### src/rtl/hilo_div_controller.sv
// rtl/hilo_div_controller.sv - multi-cycle restoring divider sequencer feeding the HI/LO pair
// Optional build macro: DIV_EARLY_OUT_EN (|a| < |b| commits in one cycle without running).
module hilo_div_controller #(
    parameter int BITS = 32
) (
    input  logic            clk,
    input  logic            reset,
    input  logic            start,
    input  logic [BITS-1:0] a,
    input  logic [BITS-1:0] b,
    input  logic            unsign,
    input  logic            hiloRead,
    output logic            busy,
    output logic            done,
    output logic            stall,
    output logic [BITS-1:0] hi,
    output logic [BITS-1:0] lo,
    output logic            divideByZero
);

    localparam int CW = (BITS > 2) ? $clog2(BITS) : 1;

    typedef enum logic [1:0] {IDLE, RUN, FIXUP} state_t;

    state_t          state;
    state_t          nextState;
    logic [CW-1:0]   count;
    logic            fixPhase;
    logic [BITS:0]   rem;
    logic [BITS-1:0] quo;
    logic [BITS-1:0] dvsr;
    logic            qSign;
    logic            rSign;

    logic            quickPending;
    logic [BITS-1:0] quickHi;
    logic [BITS-1:0] quickLo;
    logic            quickDbz;

    logic [BITS-1:0] aMag;
    logic [BITS-1:0] bMag;
    logic            bZero;
    logic            quick;
    logic [BITS:0]   shifted;
    logic [BITS:0]   trial;

    // Magnitudes use two's-complement absolute value only for signed ops.
    always_comb begin
        aMag  = (!unsign && a[BITS-1]) ? -a : a;
        bMag  = (!unsign && b[BITS-1]) ? -b : b;
        bZero = (b == '0);
`ifdef DIV_EARLY_OUT_EN
        quick = bZero || (aMag < bMag);
`else
        quick = bZero;
`endif
    end

    always_comb begin
        shifted = {rem[BITS-1:0], quo[BITS-1]};
        trial   = shifted - {1'b0, dvsr};
    end

    always_ff @(posedge clk) begin
        if (reset) begin
            state <= IDLE;
        end else begin
            state <= nextState;
        end
    end

    always_comb begin
        nextState = state;
        case (state)
            IDLE:    if (start && !quick) nextState = RUN;
            RUN:     if (count == '0) nextState = FIXUP;
            FIXUP:   if (fixPhase) nextState = IDLE;
            default: nextState = IDLE;
        endcase
    end

    always_comb begin
        busy  = (state != IDLE);
        stall = busy & hiloRead;
    end

    always_ff @(posedge clk) begin
        if (reset) begin
            count        <= '0;
            fixPhase     <= 1'b0;
            rem          <= '0;
            quo          <= '0;
            dvsr         <= '0;
            qSign        <= 1'b0;
            rSign        <= 1'b0;
            quickPending <= 1'b0;
            quickHi      <= '0;
            quickLo      <= '0;
            quickDbz     <= 1'b0;
            hi           <= '0;
            lo           <= '0;
            divideByZero <= 1'b0;
            done         <= 1'b0;
        end else begin
            done         <= 1'b0;
            quickPending <= 1'b0;
            // Bypassed ops (zero divisor, early-out) commit one cycle after acceptance.
            if (quickPending) begin
                hi           <= quickHi;
                lo           <= quickLo;
                divideByZero <= quickDbz;
                done         <= 1'b1;
            end
            case (state)
                IDLE: begin
                    if (start) begin
                        if (quick) begin
                            quickPending <= 1'b1;
                            quickHi      <= a;
                            quickLo      <= bZero ? '1 : '0;
                            quickDbz     <= bZero;
                        end else begin
                            rem      <= '0;
                            quo      <= aMag;
                            dvsr     <= bMag;
                            qSign    <= ~unsign & (a[BITS-1] ^ b[BITS-1]);
                            rSign    <= ~unsign & a[BITS-1];
                            count    <= CW'(BITS - 1);
                            fixPhase <= 1'b0;
                        end
                    end
                end
                RUN: begin
                    rem   <= trial[BITS] ? shifted : trial;
                    quo   <= {quo[BITS-2:0], ~trial[BITS]};
                    count <= count - CW'(1);
                end
                FIXUP: begin
                    // Sign correction is registered first, then committed on the next edge.
                    if (!fixPhase) begin
                        quo      <= qSign ? -quo : quo;
                        rem      <= rSign ? -rem : rem;
                        fixPhase <= 1'b1;
                    end else begin
                        lo           <= quo;
                        hi           <= rem[BITS-1:0];
                        divideByZero <= 1'b0;
                        done         <= 1'b1;
                        fixPhase     <= 1'b0;
                    end
                end
                default: ;
            endcase
        end
    end

endmodule

### config.mk
export PLATFORM = sky130hd
export DESIGN_NAME = hilo_div_controller
export DESIGN_NICKNAME = d
export VERILOG_FILES = /design/src/rtl/hilo_div_controller.sv
export SDC_FILE = /design/constraint.sdc
export NUM_CORES = 1
export LEC_CHECK = 0
export BUFFER_PORTS_ARGS = -buffer_cell sky130_fd_sc_hd__buf_2
export CORE_UTILIZATION = 54
export DETAILED_ROUTE_END_ITERATION = 7
export PLACE_DENSITY = 0.77
export SYNTH_ARGS = -nofsm -noshare
export SYNTH_HDL_FRONTEND = slang
export SYNTH_SLANG_ARGS = --single-unit
export TNS_END_PERCENT = 5
### constraint.sdc
create_clock -name clk -period 3.3 [get_ports clk]
set_clock_uncertainty 0.2 [all_clocks]
set_input_delay 0.66 -clock clk [delete_from_list [all_inputs] [get_ports clk]]
set_output_delay 0.66 -clock clk [all_outputs]
set_load 0.005 [all_outputs]
==> results.json, run 1 <==
{
  "outcome": "completed",
  "synthesis.instances": 1718,
  "final_min_period_over_clock_period": 0.9987,
  "i_o_pins": 137,
  "final_period_minus_worst_setup_slack_ns": 3.296,
  "timing.critical_path.arrival_ns": 3.47,
  "crit_path_top_delay_cell": "or4_1",
  "detail_route.wirelength_um": 40840,
  "critical_path.max_stage_delay_ns": 0.40,
  "finalCoreUtilization": 0.6822,
  "worst_skew_pair_later_pin_latency_ns": 0.54,
  "nFillCells": 1934,
  "grt.total_usage": 0.3171,
  "synth_area_per_cell_um2": 7.704,
  "drtPass1Iterations": 7,
  "die_width_um": 158.6,
  "crit_path_cell_trace": "inv_1 > ha_4 > nand4_1 > or3_1 > or4_1 > o32a_1 > a211oi_2 > or3_4 > and2_4 > buf_4 > mux2i_1 > o22ai_1",
  "core_um2": 23750,
  "critPathLaunchType": "register",
  "route.detailed.wl_per_inst_um": 18.00,
  "cellPowerDensity_nw_per_um2": 691.5,
  "drive_gt1_frac": 0.2103,
  "avgViaCountPerCell": 6.080,
  "cts-buffers-inserted": 23,
  "fp_rows": 56,
  "cts-root-to-sink-buffers": 3,
  "detailroute.via_count": 13796,
  "die_y_um": 158.6,
  "seq_power_share": 0.294,
  "power_frac_comb": 0.474,
  "leading_post_synthesis_cells_by_cell_area": "dfxtp_1 (31%), a21oi_1 (5.8%), nor2_1 (4.9%), nand2_1 (4.8%), a211oi_1 (4.4%)",
  "global_route.peak_usage_layer": "met2",
  "setup.worst_path.class": "register to register",
  "m1_gr_usage": 0.4560,
  "numClockSinks": 206,
  "htreeDepth": 1,
  "tns_ns": 0,
  "routabilityCongestion": 0.9008,
  "final_critical_path_setup_slack_ns": 0.004446,
  "drt-initial-drc-count": 1420,
  "multi_input_comb_area_um2": 8579,
  "timing.critical_path.fanout_max": 7,
  "use_met2": 0.5036,
  "postSynth.topFlopCell": "dfxtp_1",
  "rsz_0062_raised_after_global_routing": "true",
  "worst_pin_slew_ns": 0.7357,
  "antenna-diode-count": 0,
  "finish.net_count": 2048,
  "dp.final_hpwl_um": 29940,
  "setup_viol": 0,
  "design.die.area_um2": 25140,
  "synthMostInstantiatedCell": "dfxtp_1",
  "grt_first_pass_wirelength_um": 63830,
  "critPathCaptureType": "register",
  "maximum_vdd_drop_v": 0.0004109,
  "grt-ovfl-total": 0,
  "hold_viol": 0,
  "starting_density_of_the_core": 0.5572,
  "antenna_found_initial": 0,
  "synth_edf_count": 0,
  "ys_seq_elements": 206,
  "drv.max_cap_violation_count": 0,
  "synth_top_area_cell": "dfxtp_1",
  "final_standard_cell_area_without_fillers_um2": 16200,
  "timing_max_transition_violations_final": 0,
  "place_area_um2": 15200,
  "path_clk_slew_ns": 0.06,
  "finalNonFillerCells": 2269,
  "timing.hold.worst.class": "primary input to register",
  "asyncSetResetFlopFracSynth": 0,
  "cts_tree": "done",
  "port-buffer-count": 136,
  "syn_area_um2": 13240,
  "commonest_cells_in_the_synthesized_netlist": "dfxtp_1 (206), nor2_1 (174), nand2_1 (168)",
  "max_freq_mhz": 303.4,
  "layout-area-overhead-vs-synth_pct": 22.43,
  "antenna_left": 0,
  "intPower_uw": 6702,
  "placed_cells_incl_taps": 2223,
  "grt_use_met3": 0.03348,
  "critPathRequiredTime_ns": 3.48,
  "synth_seq_area_share": 0.3116,
  "power.leakage_uw": 0.006677,
  "number_of_warnings_issued_by_yosys": 0,
  "switchingPower_uw": 4504,
  "post_synth_num_cell_types": 75,
  "post_placement_setup_slack_ns": -0.2252,
  "switching_share": 0.4019,
  "grt_pass1_vias": 12488,
  "slew_headroom": 0.5095,
  "syn_nets": 1830,
  "cts_root_buf": "clkbuf_16",
  "yosysTopAreaCellShare": 0.3116,
  "grt_start_max_net_pins": 89,
  "seqCellArea_um2": 4143,
  "p_clk_frac": 0.232,
  "drc_violations_left": 0
}
==> through the flow <==
step           power, µW  hold WS (ns)
6_report           11210        0.1845
4_1_cts            10940        0.1811
3_5_place_dp        8316        0.2476
5_1_grt            11830        0.2054
3_3_place_gp        8198        0.2427
2_1_floorplan       6638        0.2319
==> final timing paths <==
| check | start | cells past startpoint | slack, ns | to |
|---|---|---|---|---|
| worst max register to register | dvsr[17] | 12 | 0.004 | rem[13] |
| worst min register to register | quickHi[23] | 2 | 0.26 | quickHi[23] |
| worst min-delay path | a[8] | 3 | 0.18 | quickHi[8] |
| worst max-delay path | dvsr[17] | 12 | 0.004 | rem[13] |
==> state kept, by name, summed over array words and instances (netlist names), 2 cells and up <==
register	flops
count	5
lo	32
hi	32
quo	32
dvsr	32
quickHi	32
state	2
rem	32
==> kinds of logic (layout without fill, tap and decap cells) <==
logic type,Yosys count,in the layout,share of synthesized area
DFF,206,206,0.3116
muxes,57,57,0.04311
AOI/OAI and AO/OA,548,548,0.2678
xor gates and xnor gates,101,101,0.06684
adders and majority gates,43,43,0.04122
and+or+nand+nor,578,579,0.2124
buffers and inverters,185,416,0.05701
==> critical path: cells and delay by family (launching register included) <==
kind | cells | cell delay (ns)
simple gates | 5 | 1.27
compound gates | 3 | 0.59
flops | 1 | 0.32
fa+ha+maj | 1 | 0.29
buf+inv | 2 | 0.27
mux | 1 | 0.19
==> what timing repair did <==
item | in CTS | in global routing
hold buffers | 0 | 0
setup endpoints to repair | 32 | 34
gates resized for setup | 3 | 45
cloned | 0 | 1
setup buffers | 0 | 6
pin swaps | 0 | 17
hold endpoints to repair | 0 | 0
==> cells in the final DEF (no fill, tap or decap), drive strengths merged, types with 8 or more instances in the layout <==
| cell | n |
|---|---|
| o31ai | 13 |
| nor2 | 174 |
| mux2i | 57 |
| a221o | 15 |
| o211ai | 26 |
| a21oi | 153 |
| or4 | 13 |
| a22oi | 8 |
| nand2 | 168 |
| xnor2 | 59 |
| or3 | 23 |
| nor3b | 8 |
| o221ai | 9 |
| a211o | 9 |
| nand4 | 12 |
| o21ai | 111 |
| nor3 | 32 |
| nor2b | 47 |
| a21o | 19 |
| nand3 | 25 |
| inv | 67 |
| o22ai | 38 |
| nand2b | 13 |
| dfxtp | 206 |
| and3 | 11 |
| nand3b | 11 |
| a221oi | 11 |
| a211oi | 80 |
| ha | 42 |
| buf | 311 |
| nor4 | 20 |
| xor2 | 42 |
| a31oi | 15 |
| clkbuf | 33 |
==> layout make-up <==
| type | instances | share of cell area |
|---|---|---|
| Clock inverter | 6 | 0.005868 |
| Tap cell | 319 | 0.02463 |
| Clock buffer | 33 | 0.04031 |
| Inverter | 66 | 0.01529 |
| Timing Repair Buffer | 311 | 0.1288 |
| Multi-Input combinational cell | 1328 | 0.5295 |
| Sequential cell | 206 | 0.2557 |
==> layer usage <==
metal,vias to the layer above,part of all wire
met1,6570,0.47
met2,497,0.44
met5,-,0
met3,60,0.067
li1,6669,-
met4,0,0.019
==> power groups by stage <==
stage | logic (µW) | clock network (µW) | registers (µW)
after global routing | 5770 | 2720 | 3340
after CTS | 5050 | 2620 | 3270
after detailed placement | 5000 | 0 | 3320
after global placement | 4890 | 0 | 3300
after floorplan | 3500 | 0 | 3140
final | 5310 | 2600 | 3300
Note: power is estimated with default switching activity, not from simulation.
==> inputs of run 2 (changes only) <==
SETUP_SLACK_MARGIN = 0.1   (was unset)
==> results.json, run 2 (synthesis results as in run 1) <==
{
  "antenna_found_initial": 1,
  "timing_max_transition_violations_final": 0,
  "cp_top_family": "simple AND/OR/NAND/NOR gates",
  "detailroute.via_count": 13824,
  "min_path_cells": 3,
  "dp.final_hpwl_um": 29910,
  "critical_path_depth": 12,
  "mostFrequentLayoutCell": "dfxtp_1",
  "timing.critical_path.arrival_ns": 3.51,
  "worst_skew_pair_later_pin_latency_ns": 0.55,
  "seq_power_share": 0.289,
  "htreeDepth": 1,
  "detail_route.wirelength_um": 40900,
  "final_period_minus_worst_setup_slack_ns": 3.330,
  "critPathLaunchType": "register",
  "slew_headroom": 0.5165,
  "port-buffer-count": 136,
  "timing.critical_path.fanout_max": 8,
  "starting_density_of_the_core": 0.5572,
  "cts_tree": "done",
  "drtPass1Iterations": 5,
  "max_freq_mhz": 300.3,
  "cts_root_buf": "clkbuf_16",
  "maximum_vdd_drop_v": 0.0003864,
  "cts-buffers-inserted": 24,
  "intPower_uw": 6847,
  "avgViaCountPerCell": 6.149,
  "antenna_left": 0,
  "power_frac_comb": 0.455,
  "die_width_um": 158.6,
  "finalNonFillerCells": 2248,
  "path_buf_inv": 2,
  "layout-area-overhead-vs-synth_pct": 21.52,
  "switching_share": 0.3965,
  "grt_pass1_vias": 12536,
  "final_critical_path_setup_slack_ns": -0.03005,
  "drv.max_cap_violation_count": 0,
  "rsz_0062_raised_after_global_routing": "true",
  "placed_cells_incl_taps": 2204,
  "p_clk_frac": 0.256,
  "routabilityCongestion": 0.9140,
  "most-common-layout-cells": "dfxtp_1 (195), nor2_1 (173), nand2_1 (167)",
  "power.leakage_uw": 0.006613,
  "grt_use_met3": 0.03511,
  "final_min_period_over_clock_period": 1.009,
  "crit_path_cell_trace": "inv_2 > ha_4 > nand4_1 > or3_1 > or4_1 > o32a_1 > a211oi_2 > or3_4 > and2_4 > clkbuf_16 > mux2i_1 > o22ai_1",
  "setup.worst_path.class": "register to register",
  "antenna-diode-count": 0,
  "worst_pin_slew_ns": 0.7197,
  "grt_start_max_net_pins": 146,
  "drt-initial-drc-count": 1327,
  "die_y_um": 158.6,
  "grt.total_usage": 0.3208,
  "cts-root-to-sink-buffers": 3,
  "hold_viol": 0,
  "grt_first_pass_wirelength_um": 64360,
  "critPathRequiredTime_ns": 3.48,
  "grt-ovfl-total": 0,
  "crit_path_top_delay_cell": "or3_1",
  "design.die.area_um2": 25140,
  "numClockSinks": 206,
  "power_uw": 11340,
  "use_met2": 0.5142,
  "i_o_pins": 137,
  "critical_path.max_stage_delay_ns": 0.42,
  "nFillCells": 2033,
  "fp_rows": 56,
  "failed_checks": "negative setup slack",
  "path_clk_slew_ns": 0.06,
  "global_route.peak_usage_layer": "met2",
  "drc_violations_left": 0,
  "worstRegToRegCells": 12,
  "switchingPower_uw": 4498,
  "finish.net_count": 2024,
  "route.detailed.wl_per_inst_um": 18.19,
  "m1_gr_usage": 0.4502,
  "critPathCaptureType": "register",
  "setup_viol": 4,
  "drive_gt1_frac": 0.1975,
  "cellPowerDensity_nw_per_um2": 705.4,
  "outcome": "finished with violations",
  "timing.hold.worst.class": "primary input to register",
  "core_um2": 23750
}
## run 2: cell count changes in the layout (fill, tap and decap cells not counted), sizes merged
| cell | delta |
|---|---|
| and2 | -1 |
| buf | -25 |
| bufinv | +3 |
| clkbuf | -4 |
| clkinv | +3 |
| clkinvlp | +2 |
| inv | +1 |
## run 2: stage by stage
step / utilization / TNS (ns) / setup WS (ns) / instance area [µm²] / hold WS [ns]
3_5_place_dp: 0.6362 / -0.8066 / -0.3888 / 15110 / 0.2491
3_3_place_gp: 0.6362 / -0.3347 / -0.3347 / 15110 / 0.2448
6_report: 0.6771 / -0.06807 / -0.03005 / 16080 / 0.1778
4_1_cts: 0.6730 / 0 / 0.06265 / 15990 / 0.1759
5_1_grt: 0.6771 / -2.623 / -0.1333 / 16080 / 0.1909
2_1_floorplan: - / 0 / 0.02453 / 13310 / 0.2319
## run 2: final timing paths
check                                  from           to  slack, ns
worst max-delay path               dvsr[22]      rem[14]      -0.03
worst min-delay path                   a[6]   quickHi[6]       0.18
worst max register to register     dvsr[22]      rem[14]      -0.03
worst min register to register  quickHi[16]  quickHi[16]       0.26
## run 2: cell type report
type / instances / area, µm² / area share
clock buffers: 28 / 635.6 / 0.03952
clock inverters: 15 / 235.2 / 0.01463
inverters: 66 / 247.7 / 0.01540
multi-input cells: 1327 / 8483 / 0.5275
flip-flops and latches: 206 / 4140 / 0.2574
well taps: 319 / 399.1 / 0.02482
repair buffers: 287 / 1942 / 0.1207
## run 2: tightest hold or removal path, stage by stage
cell and delay, ns:
buf_2 0.13, nand2_1 0.05, a21oi_1 0.05
## run 2: layer usage
layer | vias to the layer above | wire (µm)
met1 | 6573 | 18670
met5 | - | 13
met2 | 562 | 18400
li1 | 6605 | -
met4 | 2 | 983
met3 | 82 | 2820
## run 2: what timing repair did
item | in CTS | in global routing
setup buffers | 0 | 0
gates resized for setup | 2 | 20
setup endpoints to repair | 32 | 34
gates cloned | 0 | 1
pin swaps | 0 | 10
hold buffers | 0 | 0
## run 2: power by group through the flow
stage / Sequential [µW] / Combinational [µW] / Clock [µW]
after floorplan: 3140 / 3510 / 0
after CTS: 3250 / 5010 / 2930
after global routing: 3330 / 5640 / 3040
after detailed placement: 3300 / 4960 / 0
after global placement: 3290 / 4860 / 0
final: 3270 / 5160 / 2910
